--- src/rtl/inflate_wr_dma_if.sv ---
// rtl/inflate_wr_dma_if.sv - bus bundle for the inflate write-DMA stage
// Purpose: groups the APB register port, the halfword input stream, the
//   decoder end-of-stream flag, the AHB-Lite write master and the wr_done
//   pulse into one interface.
// Modports:
//   slave  - the DMA's view (APB/stream/HREADY in, PRDATA/AHB/wr_done out)
//   master - the environment's view (the mirror of slave)
// Signals:
//   PSEL, PENABLE, PWRITE, PADDR[31:0], PWDATA[31:0], PRDATA[31:0]  APB
//   data_in[15:0], data_in_vld, data_in_rdy                          halfword stream
//   src_done                                                         decoder finished
//   HADDR[31:0], HTRANS[1:0], HWRITE, HSIZE[2:0], HWDATA[31:0], HREADY  AHB-Lite
//   wr_done                                                          completion pulse
interface inflate_wr_dma_if;
  logic        PSEL;
  logic        PENABLE;
  logic        PWRITE;
  logic [31:0] PADDR;
  logic [31:0] PWDATA;
  logic [31:0] PRDATA;
  logic [15:0] data_in;
  logic        data_in_vld;
  logic        data_in_rdy;
  logic        src_done;
  logic [31:0] HADDR;
  logic [1:0]  HTRANS;
  logic        HWRITE;
  logic [2:0]  HSIZE;
  logic [31:0] HWDATA;
  logic        HREADY;
  logic        wr_done;

  modport slave (
    input  PSEL, PENABLE, PWRITE, PADDR, PWDATA,
    input  data_in, data_in_vld, src_done, HREADY,
    output PRDATA, data_in_rdy, HADDR, HTRANS, HWRITE, HSIZE, HWDATA, wr_done
  );

  modport master (
    output PSEL, PENABLE, PWRITE, PADDR, PWDATA,
    output data_in, data_in_vld, src_done, HREADY,
    input  PRDATA, data_in_rdy, HADDR, HTRANS, HWRITE, HSIZE, HWDATA, wr_done
  );
endinterface

--- src/rtl/inflate_wr_dma.sv ---
// rtl/inflate_wr_dma.sv - write-DMA packing inflate halfwords into AHB-Lite writes
// Purpose: accepts 16-bit halfwords (low byte first) from the inflate output
//   FIFO, packs two per 32-bit word and writes each word to memory as a single
//   AHB-Lite NONSEQ write. A trailing odd halfword is written with HSIZE=half.
//   Configured and monitored over APB; pulses wr_done when the decoder's
//   end-of-stream has been written out.
// Ports:
//   clk    clock
//   rst_n  asynchronous active-low reset
//   bus    inflate_wr_dma_if.slave (APB, halfword stream, src_done, AHB-Lite, wr_done)
// Registers (PADDR[4:2]): 0 WRADDR, 1 CTRL, 2 STATUS, 3 WCNT, 4 LIMIT
// Optional feature: define INFLATE_WR_DMA_LIMIT_EN to enable the LIMIT register
//   and the overflow stop; otherwise LIMIT reads 0 and ovfl never sets.
module inflate_wr_dma #(
  parameter int CNT_W = 16
) (
  input logic             clk,
  input logic             rst_n,
  inflate_wr_dma_if.slave bus
);

  localparam logic [2:0] HSIZE_WORD = 3'b010;
  localparam logic [2:0] HSIZE_HALF = 3'b001;

  localparam logic [2:0] REG_WRADDR = 3'd0;
  localparam logic [2:0] REG_CTRL   = 3'd1;
  localparam logic [2:0] REG_STATUS = 3'd2;
  localparam logic [2:0] REG_WCNT   = 3'd3;
  localparam logic [2:0] REG_LIMIT  = 3'd4;

  typedef enum logic [2:0] {
    S_IDLE,
    S_FILL,
    S_ADDR,
    S_DATA,
    S_DONE
  } state_t;

  state_t           state_q, state_d;
  logic [31:0]      wraddr_q, wraddr_d;
  logic             start_q, start_d;
  logic             done_q, done_d;
  logic             ovfl_q, ovfl_d;
  logic [CNT_W-1:0] wcnt_q, wcnt_d;
  logic [31:0]      buf_q, buf_d;
  logic             half_q, half_d;     // lower lane holds a pending halfword
  logic [2:0]       size_q, size_d;
  logic             sds_q, sds_d;       // src_done seen during this job
  logic [31:0]      prdata_q, prdata_d;
  logic [31:0]      rdata;
  logic [CNT_W:0]   wsum;
  logic             apb_wr;
  logic [2:0]       reg_sel;
  logic [31:0]      limit_rd;
  logic             unused_paddr;

`ifdef INFLATE_WR_DMA_LIMIT_EN
  logic [CNT_W-1:0] limit_q, limit_d;
  assign limit_rd = 32'(limit_q);
`else
  assign limit_rd = 32'd0;
`endif

  assign apb_wr       = bus.PSEL & bus.PENABLE & bus.PWRITE;
  assign reg_sel      = bus.PADDR[4:2];
  assign unused_paddr = ^{bus.PADDR[31:5], bus.PADDR[1:0]};

  // One extra bit catches the carry so WCNT can saturate instead of wrapping.
  always_comb begin
    wsum = {1'b0, wcnt_q} + ((size_q == HSIZE_WORD) ? (CNT_W+1)'(4) : (CNT_W+1)'(2));
  end

  always_comb begin
    rdata = 32'd0;
    case (reg_sel)
      REG_WRADDR: rdata = wraddr_q;
      REG_CTRL:   rdata = {31'd0, start_q};
      REG_STATUS: rdata = {29'd0, ovfl_q, done_q, (state_q != S_IDLE)};
      REG_WCNT:   rdata = 32'(wcnt_q);
      REG_LIMIT:  rdata = limit_rd;
      default:    rdata = 32'd0;
    endcase
  end

  always_comb begin
    state_d  = state_q;
    wraddr_d = wraddr_q;
    start_d  = start_q;
    done_d   = done_q;
    ovfl_d   = ovfl_q;
    wcnt_d   = wcnt_q;
    buf_d    = buf_q;
    half_d   = half_q;
    size_d   = size_q;
    sds_d    = sds_q;
    prdata_d = prdata_q;
`ifdef INFLATE_WR_DMA_LIMIT_EN
    limit_d  = limit_q;
`endif

    // Read data is captured in the setup phase so PRDATA is stable in the access phase.
    if (bus.PSEL && !bus.PENABLE) begin
      prdata_d = rdata;
    end

    if (apb_wr) begin
      case (reg_sel)
        REG_WRADDR: wraddr_d = {bus.PWDATA[31:2], 2'b00};
        REG_CTRL:   start_d  = bus.PWDATA[0];
        REG_STATUS: begin
          if (bus.PWDATA[1]) done_d = 1'b0;
          if (bus.PWDATA[2]) ovfl_d = 1'b0;
        end
`ifdef INFLATE_WR_DMA_LIMIT_EN
        REG_LIMIT:  limit_d = bus.PWDATA[CNT_W-1:0];
`endif
        default: ;
      endcase
    end

    if (bus.src_done && state_q != S_IDLE) begin
      sds_d = 1'b1;
    end

    // Hardware updates below take priority over a coincident APB write.
    case (state_q)
      S_IDLE: begin
        if (start_q) begin
          state_d = S_FILL;
          wcnt_d  = '0;
          buf_d   = 32'd0;
          half_d  = 1'b0;
          size_d  = HSIZE_WORD;
          sds_d   = 1'b0;
        end
      end
      S_FILL: begin
        if (!start_q) begin
          state_d = S_IDLE;
          half_d  = 1'b0;
        end else if (bus.data_in_vld) begin
          if (half_q) begin
            buf_d[31:16] = bus.data_in;
            half_d       = 1'b0;
            size_d       = HSIZE_WORD;
            state_d      = S_ADDR;
          end else begin
            buf_d  = {16'd0, bus.data_in};
            half_d = 1'b1;
          end
        end else if (sds_q) begin
          if (half_q) begin
            half_d  = 1'b0;
            size_d  = HSIZE_HALF;
            state_d = S_ADDR;
          end else begin
            state_d = S_DONE;
          end
        end
      end
      S_ADDR: begin
        if (!start_q) begin
          state_d = S_IDLE;
        end else if (bus.HREADY) begin
          state_d = S_DATA;
        end
      end
      S_DATA: begin
        // An abort here still lets the write in flight complete.
        if (bus.HREADY) begin
          wraddr_d = wraddr_q + 32'd4;
          wcnt_d   = wsum[CNT_W] ? '1 : wsum[CNT_W-1:0];
          size_d   = HSIZE_WORD;
          if (!start_q) begin
            state_d = S_IDLE;
          end else begin
`ifdef INFLATE_WR_DMA_LIMIT_EN
            if (limit_q != '0 && wcnt_d >= limit_q) begin
              ovfl_d  = 1'b1;
              state_d = S_DONE;
            end else begin
              state_d = S_FILL;
            end
`else
            state_d = S_FILL;
`endif
          end
        end
      end
      S_DONE: begin
        done_d  = 1'b1;
        start_d = 1'b0;
        state_d = S_IDLE;
      end
      default: state_d = S_IDLE;
    endcase
  end

  always_ff @(posedge clk or negedge rst_n) begin
    if (!rst_n) begin
      state_q  <= S_IDLE;
      wraddr_q <= 32'd0;
      start_q  <= 1'b0;
      done_q   <= 1'b0;
      ovfl_q   <= 1'b0;
      wcnt_q   <= '0;
      buf_q    <= 32'd0;
      half_q   <= 1'b0;
      size_q   <= HSIZE_WORD;
      sds_q    <= 1'b0;
      prdata_q <= 32'd0;
    end else begin
      state_q  <= state_d;
      wraddr_q <= wraddr_d;
      start_q  <= start_d;
      done_q   <= done_d;
      ovfl_q   <= ovfl_d;
      wcnt_q   <= wcnt_d;
      buf_q    <= buf_d;
      half_q   <= half_d;
      size_q   <= size_d;
      sds_q    <= sds_d;
      prdata_q <= prdata_d;
    end
  end

`ifdef INFLATE_WR_DMA_LIMIT_EN
  always_ff @(posedge clk or negedge rst_n) begin
    if (!rst_n) begin
      limit_q <= '0;
    end else begin
      limit_q <= limit_d;
    end
  end
`endif

  // HADDR/HWDATA come straight from WRADDR and the pack buffer, so they are
  // stable for the whole address and data phase and zero while in reset.
  assign bus.HADDR       = wraddr_q;
  assign bus.HWDATA      = buf_q;
  assign bus.HSIZE       = size_q;
  assign bus.HTRANS      = (state_q == S_ADDR) ? 2'b10 : 2'b00;
  assign bus.HWRITE      = (state_q == S_ADDR);
  assign bus.data_in_rdy = (state_q == S_FILL) && start_q;
  assign bus.wr_done     = (state_q == S_DONE);
  assign bus.PRDATA      = prdata_q;

endmodule
--- src/flat_wrapper.sv ---
// flat-port wrapper written by rule: the top's interface ports become plain ports
module inflate_wr_dma_flat 
#(
  parameter int CNT_W = 16
)
  (clk, rst_n, bus_PSEL, bus_PENABLE, bus_PWRITE, bus_PADDR, bus_PWDATA, bus_data_in, bus_data_in_vld, bus_src_done, bus_HREADY, bus_PRDATA, bus_data_in_rdy, bus_HADDR, bus_HTRANS, bus_HWRITE, bus_HSIZE, bus_HWDATA, bus_wr_done);
  inflate_wr_dma_if bus_i ();
  input logic clk;
  input logic rst_n;
  input wire logic [$bits(bus_i.PSEL)-1:0] bus_PSEL;
  input wire logic [$bits(bus_i.PENABLE)-1:0] bus_PENABLE;
  input wire logic [$bits(bus_i.PWRITE)-1:0] bus_PWRITE;
  input wire logic [$bits(bus_i.PADDR)-1:0] bus_PADDR;
  input wire logic [$bits(bus_i.PWDATA)-1:0] bus_PWDATA;
  input wire logic [$bits(bus_i.data_in)-1:0] bus_data_in;
  input wire logic [$bits(bus_i.data_in_vld)-1:0] bus_data_in_vld;
  input wire logic [$bits(bus_i.src_done)-1:0] bus_src_done;
  input wire logic [$bits(bus_i.HREADY)-1:0] bus_HREADY;
  output wire logic [$bits(bus_i.PRDATA)-1:0] bus_PRDATA;
  output wire logic [$bits(bus_i.data_in_rdy)-1:0] bus_data_in_rdy;
  output wire logic [$bits(bus_i.HADDR)-1:0] bus_HADDR;
  output wire logic [$bits(bus_i.HTRANS)-1:0] bus_HTRANS;
  output wire logic [$bits(bus_i.HWRITE)-1:0] bus_HWRITE;
  output wire logic [$bits(bus_i.HSIZE)-1:0] bus_HSIZE;
  output wire logic [$bits(bus_i.HWDATA)-1:0] bus_HWDATA;
  output wire logic [$bits(bus_i.wr_done)-1:0] bus_wr_done;
  assign bus_i.PSEL = bus_PSEL;
  assign bus_i.PENABLE = bus_PENABLE;
  assign bus_i.PWRITE = bus_PWRITE;
  assign bus_i.PADDR = bus_PADDR;
  assign bus_i.PWDATA = bus_PWDATA;
  assign bus_i.data_in = bus_data_in;
  assign bus_i.data_in_vld = bus_data_in_vld;
  assign bus_i.src_done = bus_src_done;
  assign bus_i.HREADY = bus_HREADY;
  assign bus_PRDATA = bus_i.PRDATA;
  assign bus_data_in_rdy = bus_i.data_in_rdy;
  assign bus_HADDR = bus_i.HADDR;
  assign bus_HTRANS = bus_i.HTRANS;
  assign bus_HWRITE = bus_i.HWRITE;
  assign bus_HSIZE = bus_i.HSIZE;
  assign bus_HWDATA = bus_i.HWDATA;
  assign bus_wr_done = bus_i.wr_done;
  inflate_wr_dma #(.CNT_W(CNT_W)) u_core (.clk(clk), .rst_n(rst_n), .bus(bus_i));
endmodule
--- config.mk ---
export PLATFORM = sky130hd
export DESIGN_NAME = inflate_wr_dma_flat
export DESIGN_NICKNAME = d
export VERILOG_FILES = /design/src/rtl/inflate_wr_dma_if.sv /design/src/rtl/inflate_wr_dma.sv /design/src/flat_wrapper.sv
export SDC_FILE = /design/constraint.sdc
export NUM_CORES = 1
export LEC_CHECK = 0
export BUFFER_PORTS_ARGS = -buffer_cell sky130_fd_sc_hd__buf_4
export CORE_UTILIZATION = 50
export CTS_CLUSTER_DIAMETER = 200
export CTS_CLUSTER_SIZE = 16
export DETAILED_ROUTE_END_ITERATION = 7
export PLACE_DENSITY = 0.79
export SLEW_MARGIN = 5
export SYNTH_ARGS = -nofsm -noshare
export SYNTH_HDL_FRONTEND = slang
export SYNTH_SLANG_ARGS = --single-unit
export TNS_END_PERCENT = 5
--- constraint.sdc ---
create_clock -name clk -period 4.6 [get_ports clk]
set_input_delay 0.92 -clock clk [delete_from_list [all_inputs] [get_ports clk]]
set_output_delay 0.92 -clock clk [all_outputs]
set_load 0.05 [all_outputs]
## Word-level counts from Yosys, hierarchy flattened

Cells that the tools add are included.

- Bits in registers: 122
- Bits of input ports: 88
- Output and inout port bits: 104
- Word-level logic and storage cells: 106

- Bitwise gates (word level): 2
- Add/sub/neg operators: 2
- Multiplexer cells: 51
- Reduce and logical (&&, ||, !) cells: 22
- Equality and inequality tests: 18

Operators with widths:

| cell | number |
|---|---|
| $mux W32 | 7 |
| $pmux W32 S4 | 1 |
| $mux W16 | 5 |
| $pmux W32 S2 | 1 |
| $mux W3 | 16 |
| $add A32 B3 Y32 const B | 1 |
| $pmux W16 S2 | 1 |
| $add A16 B17 Y17 | 1 |
| $mux W1 | 16 |
| $eq A3 B2 Y1 const B | 5 |
| $pmux W3 S4 | 1 |
| $reduce_bool A2 Y1 | 6 |
| $reduce_and A5 Y1 | 2 |
| $pmux W3 S3 | 1 |
| $reduce_and A3 Y1 | 3 |
| $ne A4 B4 Y1 const B | 2 |
| $eq A3 B1 Y1 const B | 2 |
| $logic_not A3 Y1 | 2 |
| $ne A2 B1 Y1 const B | 3 |
| $ne A2 B2 Y1 const B | 3 |
| $reduce_and A6 Y1 | 1 |
| $reduce_bool A3 Y1 | 2 |
| $reduce_and A4 Y1 | 1 |
| $eq A3 B3 Y1 const B | 1 |
| other kinds (8) | 11 |

## Logic depth before layout (Yosys ltp)

Gate-level depths: netlist (run 1).

- Depth in word-level cells: 6
- Depth in mapped cells: 11
- Mapped depth without buffers: 10

## Worst setup path after synthesis (run 1)

Ideal clock, no wire load.

- Path type: register to output
- Start point: register u_core.state_q[1]
- End point: output port bus_HTRANS[1]
- Cell stages (with the launch flop): 5
- Arrival: 2,222 ps
- Data required time: 3,680 ps
- Path buffers: 2
- Path slack: 1,458 ps
- Cells stage by stage: dfrtp_1 > clkbuf_1 > inv_1 > nor3_1 > buf_4

- Word-level cells in the longest chain between the ends: 2

RTL lines:

| item | RTL line | RTL |
|---|---|---|
| from (decl) | inflate_wr_dma.sv:39 | `state_t state_q, state_d;` |
| from (signal assigned) | inflate_wr_dma.sv:213 | `state_q <= state_d;` |
| $eq A3 B2 Y1 | - |  |
| named net bus_HWRITE | flat_wrapper.sv:23 | `output wire logic [$bits(bus_i.HWRITE)-1:0] bus_HWRITE;` |
| $mux W2 | inflate_wr_dma.sv:242 | `assign bus.HTRANS = (state_q == S_ADDR) ? 2'b10 : 2'b00;` |
| to (decl) | flat_wrapper.sv:22 | `output wire logic [$bits(bus_i.HTRANS)-1:0] bus_HTRANS;` |

The timed path passes the listed nets, and every way through them passes these cells.

## Final worst setup path (run 1)

- Start point: register u_core.state_q[0]
- End point: register u_core.buf_q[23] (netlist: u_core.bus.HWDATA[23])

- Word-level cells in the longest chain between the ends: 3
- Elaborated cells on any way between the ends: 8
- Those cells by class: eq/ne: 4; mux: 1; reduce/logical: 3

RTL lines:

| item | RTL line | RTL |
|---|---|---|
| $eq A3 B1 Y1 or $logic_not A3 Y1 (tied branches) | inflate_wr_dma.sv:126 | `case (state_q)` |
| $ne A2 B1 Y1 (no line), or another cell as far along | - |  |
| $reduce_and A4 Y1 (no line) | - |  |
| to (signal assigned) | inflate_wr_dma.sv:219 | `buf_q <= buf_d;` |
| to (decl) | inflate_wr_dma.sv:45 | `logic [31:0] buf_q, buf_d;` |

Parallel ways exist; a longest one is shown, timed or not.
A chain may end at the register's enable or synchronous reset.

==> metrics.csv, run 1 <==
metric,value,unit
Critical Path Stages,5,
max_slew headroom,19.5,%
TritonCTS clock tree,done,
CP Buf/Inv Count,1,
post-synthesis xor/xnor area fraction,0.148,%
GRT Util Overall,28.6,%
critical path peak fanout,17,
CP Launch Type,flip-flop,
WHS,0.481,ns
routed vias/inst,6.08,
"CP delay by family, top",simple AND/OR/NAND/NOR gates,
P per Cell Area,657,nW/um^2
register area share after synthesis,51.2,%
Final Hold Vio Count,0,
hold_buf cts,0,
largest net degree at the start of global routing,80,
CP startpoint,u_core.state_q[0],
worst r2r src,u_core.state_q[0],
proportion of layout cells with a drive suffix above 1,28.3,%
non-filler instance count after layout,920,
setup bufs post-CTS,0,
final wirelength,17000,um
Ys Warns,0,
R2R Path End,u_core.bus.HWDATA[23],
WL/cell,18.5,um
Syn Area/Cell,9.52,um^2
FILL cells,904,
# setup viols final,0,
Yosys top cell by area,dfrtp_1,
hold path startpoint,u_core.bus.HWDATA[7],
Setup CP Type,flip-flop to flip-flop,
fin crit period,3.10,ns
ANT nets after route,0,
Post-Synth Adder-Cell Area,0.974,%
CTS max path bufs,2,
vias in the first global route,5387,
simple logic cell fraction of the synthesized area,17.9,%
R2R Setup Slk,1.50,ns
fmax,323,MHz
# diodes,0,
CTS resizes,0,
post-synthesis mux area share,0.889,%
Final Core Density,68.0,%
Pre-antenna DRT Iters,5,
GRT Residual Overflow,0,
Setup WS post-layout,1.50,ns
critical path arrival,3.44,ns
row cnt,39,
Slew @ Worst Pin,1.20,ns
DIE AREA,12300,um^2
cell depth of the worst min-delay path,2,
clk sink count,121,
IO Pins,192,
starting density of the core,51.6,%
H-Tree Level Count,4,
setup tns final,0,ns
status,finished clean,
Register Area,3030,um^2
Yosys top cell area share,50.8,%
"Slew Viols, Final",0,
area of the multi-input gates,2640,um^2
clk slew on worst S/H paths,0.06,ns
worst vdd ir,0.487,mV
first-iteration detailed-routing DRC count,494,
antenna violations before repair,0,
asr flop ratio synth,100,%
period utilisation layout,67.4,%
cells after synthesis,621,
leakage power figure,3.59,nW
top post-synthesis cells by area,"dfrtp_1, a22o_1, nand2_1, o21ai_0, nor2_1",
"most common cell after layout, fill and taps aside",buf_4,
DRC viols,0,
Critical Path Sink Type,flip-flop,
synthesized area,5910,um^2
slowest library cell on the worst path,nor2_1,
"Data required, critical path",4.94,ns
clk_lat worst skew,0.42,ns
RSZ-0062 raised after global routing,no,
global-route wire length before repair,27700,um
area fraction in compound gates after synthesis,24.5,%
worst clock skew,0.0100,ns
crit-path cells,"inv_1, nor3_2, nand2_1, nor2_1, a22o_1",
post-DP HPWL,11600,um
TritonCTS Buffers,17,
most frequent cells in the layout,"buf_4, dfrtp_1, nand2_1",
Die Y,111,um
worst setup path end,u_core.bus.HWDATA[23],
routed vias,5594,
Synth cell types,62,
Post-synth EDFFs,0,
pre-CTS setup slack,1.51,ns
"Primary FF master, synth",dfrtp_1,
max-cap violation count,0,
synth-to-layout area growth,31.9,%
largest family of logic cells by synthesized area,compound AO/OA/AOI/OAI gates,
final net count,857,
worst min path class,flip-flop to flip-flop,
critical path's largest stage delay,0.95,ns
placed instance count,889,
RePlAce Congestion,0.897,
Port Buf Inserts,160,
clk root buf,clkbuf_16,
Core ar.,11500,um^2
die width,111,um
Reg2Reg Depth,5,
"FF+latch count, synth",121,
area by class of cell:
type / instances / share of cell area (%)
well taps: 143 / 2.29
clock buffers: 24 / 6.56
repair buffers: 170 / 16.4
clock inverters: 7 / 1.44
flip-flops and latches: 121 / 38.8
multi-input cells: 442 / 33.9
inverters: 13 / 0.626
flip-flops by register name, indices dropped and copies added (netlist names):
name	flops
u_core.bus.PRDATA	32
u_core.half_q	1
u_core.wcnt_q	16
u_core.done_q	1
u_core.sds_q	1
u_core.bus.HADDR	32
u_core.bus.HWDATA	32
u_core.state_q	3
u_core.bus.HSIZE	2
u_core.start_q	1
Yosys cell counts (3+ instances only):
cell and instances:
a311oi_1 4, clkbuf_1 35, nand4b_1 3, o221a_1 3
o22ai_1 9, and3_1 4, buf_4 3, a211oi_1 7
dfrtp_1 120, and2_1 6, nand4_1 11, o21ai_2 3
a21oi_1 29, nor4_1 7, nand2b_1 4, nand3_1 17
buf_2 4, a22o_1 38, a31oi_1 5, inv_1 13
nor3_1 14, o21a_1 8, nand2_1 83, o31a_1 3
mux2i_1 3, o21ai_0 62, a22oi_1 15, ha_1 3
nor2_1 49, o31ai_1 8, a21o_1 3, or2_2 5
worst min path at each step:
stage               slack (ns)                    to
finish                    0.48  u_core.bus.HWDATA[7]
global route              0.50  u_core.bus.HWDATA[7]
CTS                       0.48  u_core.bus.HWDATA[7]
detailed placement        0.47         u_core.done_q
global placement          0.47  u_core.bus.HWDATA[5]
floorplan                 0.45         u_core.done_q
metal layers:
layer  track usage, %  routed length [um]  vias to the layer above
li1                 -                   -                     2579
met1             36.7                7270                     2768
met2             47.0                8560                      222
met3             7.22                 892                       25
met4             10.2                 295                        0
met5                0                   0                        -
where the power goes:
group	switching (mW)	internal [mW]	total, mW
Clock	0.461	0.932	1.39
Sequential	0.352	1.31	1.66
Combinational	1.43	0.639	2.06
worst reg2reg max path: stages, from the launching register on:
cell	delay, ns
dfrtp_1	0.59
inv_1	0.17
nor3_2	0.86
nand2_1	0.18
nor2_1	0.95
a22o_1	0.28
metrics by stage:
step | area [um^2] | power (mW)
2_1_floorplan | 5920 | 3.05
3_3_place_gp | 7170 | 3.65
3_5_place_dp | 7170 | 3.71
4_1_cts | 7800 | 5.12
5_1_grt | 7800 | 5.35
6_report | 7800 | 5.12
logic make-up after synthesis:
logic type / count (synthesis)
mux: 4
flops: 121
xor+xnor: 1
buf+inv: 59
other cells: 1
fa+ha+maj: 4
simple gates: 219
compound gates: 212
Power figures use the tool's default switching activity.
==> run 2: changes to the inputs <==
- ABC_AREA: unset -> 1
- PLACE_DENSITY: 0.79 -> 0.77
- clock period: 4.6 -> 2.9 ns (I/O delays scaled with it)
==> run 2 against run 1 <==
- clock power up 53%
- cell count up 33%
- clock skew down 0.0023 ns
- sequential share of layout area down 3.4 points
- via count up 20%
- synthesized area up 13%
- synthesized cell count up 43%
- register-to-register slack worse by 0.79 ns
- hold slack worse by 0.30 ns
- critical endpoint is now u_core.wcnt_q[13]
==> metrics.csv, run 2 <==
metric,value,unit,change
status,finished clean,,unchanged
CTS resizes,0,,unchanged
routed vias,6721,,was 5594
"Data required, critical path",3.25,ns,was 4.94 ns
worst r2r src,u_core.bus.HSIZE[1],,was u_core.state_q[0]
Setup WS post-layout,0.715,ns,was 1.50 ns
crit-path cells,"inv_1, nor2_1, inv_1, fa_1, inv_1, nand3_1, nor2_1, nand2_1, o21ai_0, nand2_1, nand2_1",,"was inv_1, nor3_2, nand2_1, nor2_1, a22o_1"
H-Tree Level Count,4,,unchanged
# diodes,0,,unchanged
Yosys top cell area share,45.0,%,was 50.8%
CP Buf/Inv Count,3,,was 1
"top cells by count, synth","nand2_1, dfrtp_1, nor2_1, inv_1, o21ai_0",,"was dfrtp_1, nand2_1, o21ai_0, nor2_1, a22o_1"
synth-to-layout area growth,28.0,%,was 31.9%
TritonCTS Buffers,17,,unchanged
cells after synthesis,887,,was 621
"CP delay by family, top",simple AND/OR/NAND/NOR gates,,unchanged
Die Y,118,um,was 111 um
fin crit period,2.19,ns,was 3.10 ns
Critical Path Sink Type,flip-flop,,unchanged
P per Cell Area,1120,nW/um^2,was 657 nW/um^2
period utilisation layout,75.4,%,was 67.4%
WL met2,8630,um,was 8560 um
"count leader, synth",nand2_1,,was dfrtp_1
clk_lat worst skew,0.41,ns,was 0.42 ns
clk root buf,clkbuf_16,,unchanged
synthesized area,6670,um^2,was 5910 um^2
Final Hold Vio Count,0,,unchanged
CP startpoint,u_core.bus.HSIZE[1],,was u_core.state_q[0]
critical path's largest stage delay,0.54,ns,was 0.95 ns
DIE AREA,13800,um^2,was 12300 um^2
final net count,1128,,was 857
routed wl met3,1740,um,was 892 um
register area share after synthesis,45.4,%,was 51.2%
ANT nets after route,0,,unchanged
max-cap violation count,0,,unchanged
RePlAce Congestion,0.930,,was 0.897
worst vdd ir,0.805,mV,was 0.487 mV
"most common cell after layout, fill and taps aside",nand2_1,,was buf_4
die width,118,um,was 111 um
clk sink count,121,,unchanged
top post-synthesis cells by area,"dfrtp_1, nand2_1, nor2_1, o21ai_0, inv_1",,"was dfrtp_1, a22o_1, nand2_1, o21ai_0, nor2_1"
Psw,4.69,mW,was 2.24 mW
leakage power figure,4.25,nW,was 3.59 nW
critical path arrival,2.54,ns,was 3.44 ns
Post-synth EDFFs,0,,unchanged
Yosys top cell by area,dfrtp_1,,unchanged
row cnt,41,,was 39
first-iteration detailed-routing DRC count,650,,was 494
CP Launch Type,flip-flop,,unchanged
Setup CP Type,flip-flop to flip-flop,,unchanged
"FF+latch count, synth",121,,unchanged
largest net degree at the start of global routing,58,,was 80
Synth cell types,41,,was 62
slowest library cell on the worst path,dfstp_2,,was nor2_1
"Primary FF master, synth",dfrtp_1,,unchanged
fmax,458,MHz,was 323 MHz
wl on met1,8520,um,was 7270 um
antenna violations before repair,0,,unchanged
pre-CTS setup slack,0.681,ns,was 1.51 ns
RSZ-0062 raised after global routing,no,,unchanged
Ys Warns,0,,unchanged
Switching Share,49.0,%,was 43.7%
proportion of layout cells with a drive suffix above 1,22.0,%,was 28.3%
GRT Util Overall,28.6,%,about the same
Gate power share,48.6,%,was 40.3%
Slew @ Worst Pin,0.718,ns,was 1.20 ns
FILL cells,1139,,was 904
Port Buf Inserts,160,,unchanged
"Slew Viols, Final",0,,unchanged
max_slew headroom,52.1,%,was 19.5%
clk slew on worst S/H paths,0.05,ns,was 0.06 ns
WL/cell,15.7,um,was 18.5 um
critical path peak fanout,4,,was 17
TritonCTS clock tree,done,,unchanged
worst min path class,input port to asynchronous set/reset pin,,was flip-flop to flip-flop
clock power share,22.3,%,was 27.2%
R2R Setup Slk,0.71,ns,was 1.50 ns
routed vias/inst,5.51,,was 6.08
Max Used Layer,met4,,unchanged
starting density of the core,52.0,%,was 51.6%
Register Area,3030,um^2,unchanged
setup bufs post-CTS,0,,unchanged
Pint,4.88,mW,was 2.88 mW
# setup viols final,0,,unchanged
IO Pins,192,,unchanged
most frequent cells in the layout,"nand2_1, buf_4, dfrtp_1",,"was buf_4, dfrtp_1, nand2_1"
Core ar.,12800,um^2,was 11500 um^2
hold_buf cts,0,,unchanged
final wirelength,19200,um,was 17000 um
DRC viols,0,,unchanged
Syn Area/Cell,7.52,um^2,was 9.52 um^2
Seq pwr share,29.2,%,was 32.5%
Pre-antenna DRT Iters,5,,unchanged
setup tns final,0,ns,unchanged
asr flop ratio synth,100,%,unchanged
vias in the first global route,6096,,was 5387
global-route wire length before repair,31300,um,was 27700 um
area of the multi-input gates,3110,um^2,was 2640 um^2
GRT Residual Overflow,0,,unchanged
CTS max path bufs,2,,unchanged
post-DP HPWL,13700,um,was 11600 um
worst clock skew,0.00777,ns,was 0.0100 ns
-- run 2: power by group through the flow --
stage	Combinational [mW]	Sequential, mW	Clock (mW)
floorplan	1.92	4.11	0
global placement	4.55	2.79	0
detailed placement	4.61	2.79	0
CTS	4.64	2.77	2.16
global route	5.00	2.86	2.23
finish	4.65	2.79	2.13
-- run 2: final cells by class --
cell class | instances | share of cell area (%)
multi-input combinational | 646 | 36.5
sequential | 121 | 35.5
timing repair buffer | 169 | 15.0
clock buffer | 22 | 5.55
inverter | 81 | 3.56
tap | 172 | 2.52
clock inverter | 8 | 1.41
-- run 2: logic make-up (layout without fill, tap and decap cells) --
logic type | after synthesis | count (layout) | synth area share, %
xor gates and xnor gates | 6 | 6 | 0.788
DFF | 121 | 121 | 45.4
AOI/OAI and AO/OA | 163 | 163 | 13.5
buffers and inverters | 121 | 280 | 7.97
adders and majority gates | 4 | 4 | 0.863
other | 1 | 2 | 0.0562
and+or+nand+nor | 471 | 471 | 31.4
-- run 2: final timing paths --
kind,cells past startpoint,end
min,1,u_core.bus.HADDR[28]
min in group clk,3,u_core.sds_q
max reg2reg,11,u_core.wcnt_q[13]
max,11,u_core.wcnt_q[13]
max in group asynchronous,2,u_core.bus.HADDR[22]
min reg2reg,2,u_core.bus.PRDATA[28]
-- run 2: metal layers --
metal / track usage, % / vias up
met5: 0 / -
met3: 6.73 / 31
met4: 8.25 / 0
li1: - / 3224
met1: 41.1 / 3143
met2: 43.1 / 323
-- run 2: through the flow --
step	cell area (um^2)	std cells	power (mW)	util [%]	hold WS [ns]
3_3_place_gp	7940	1189	7.33	61.9	0.467
2_1_floorplan	6670	888	6.03	-	0.284
6_report	8540	1219	9.57	66.6	0.178
3_5_place_dp	7940	1189	7.40	61.9	0.469
5_1_grt	8540	1219	10.1	66.6	0.197
4_1_cts	8540	1219	9.57	66.6	0.185
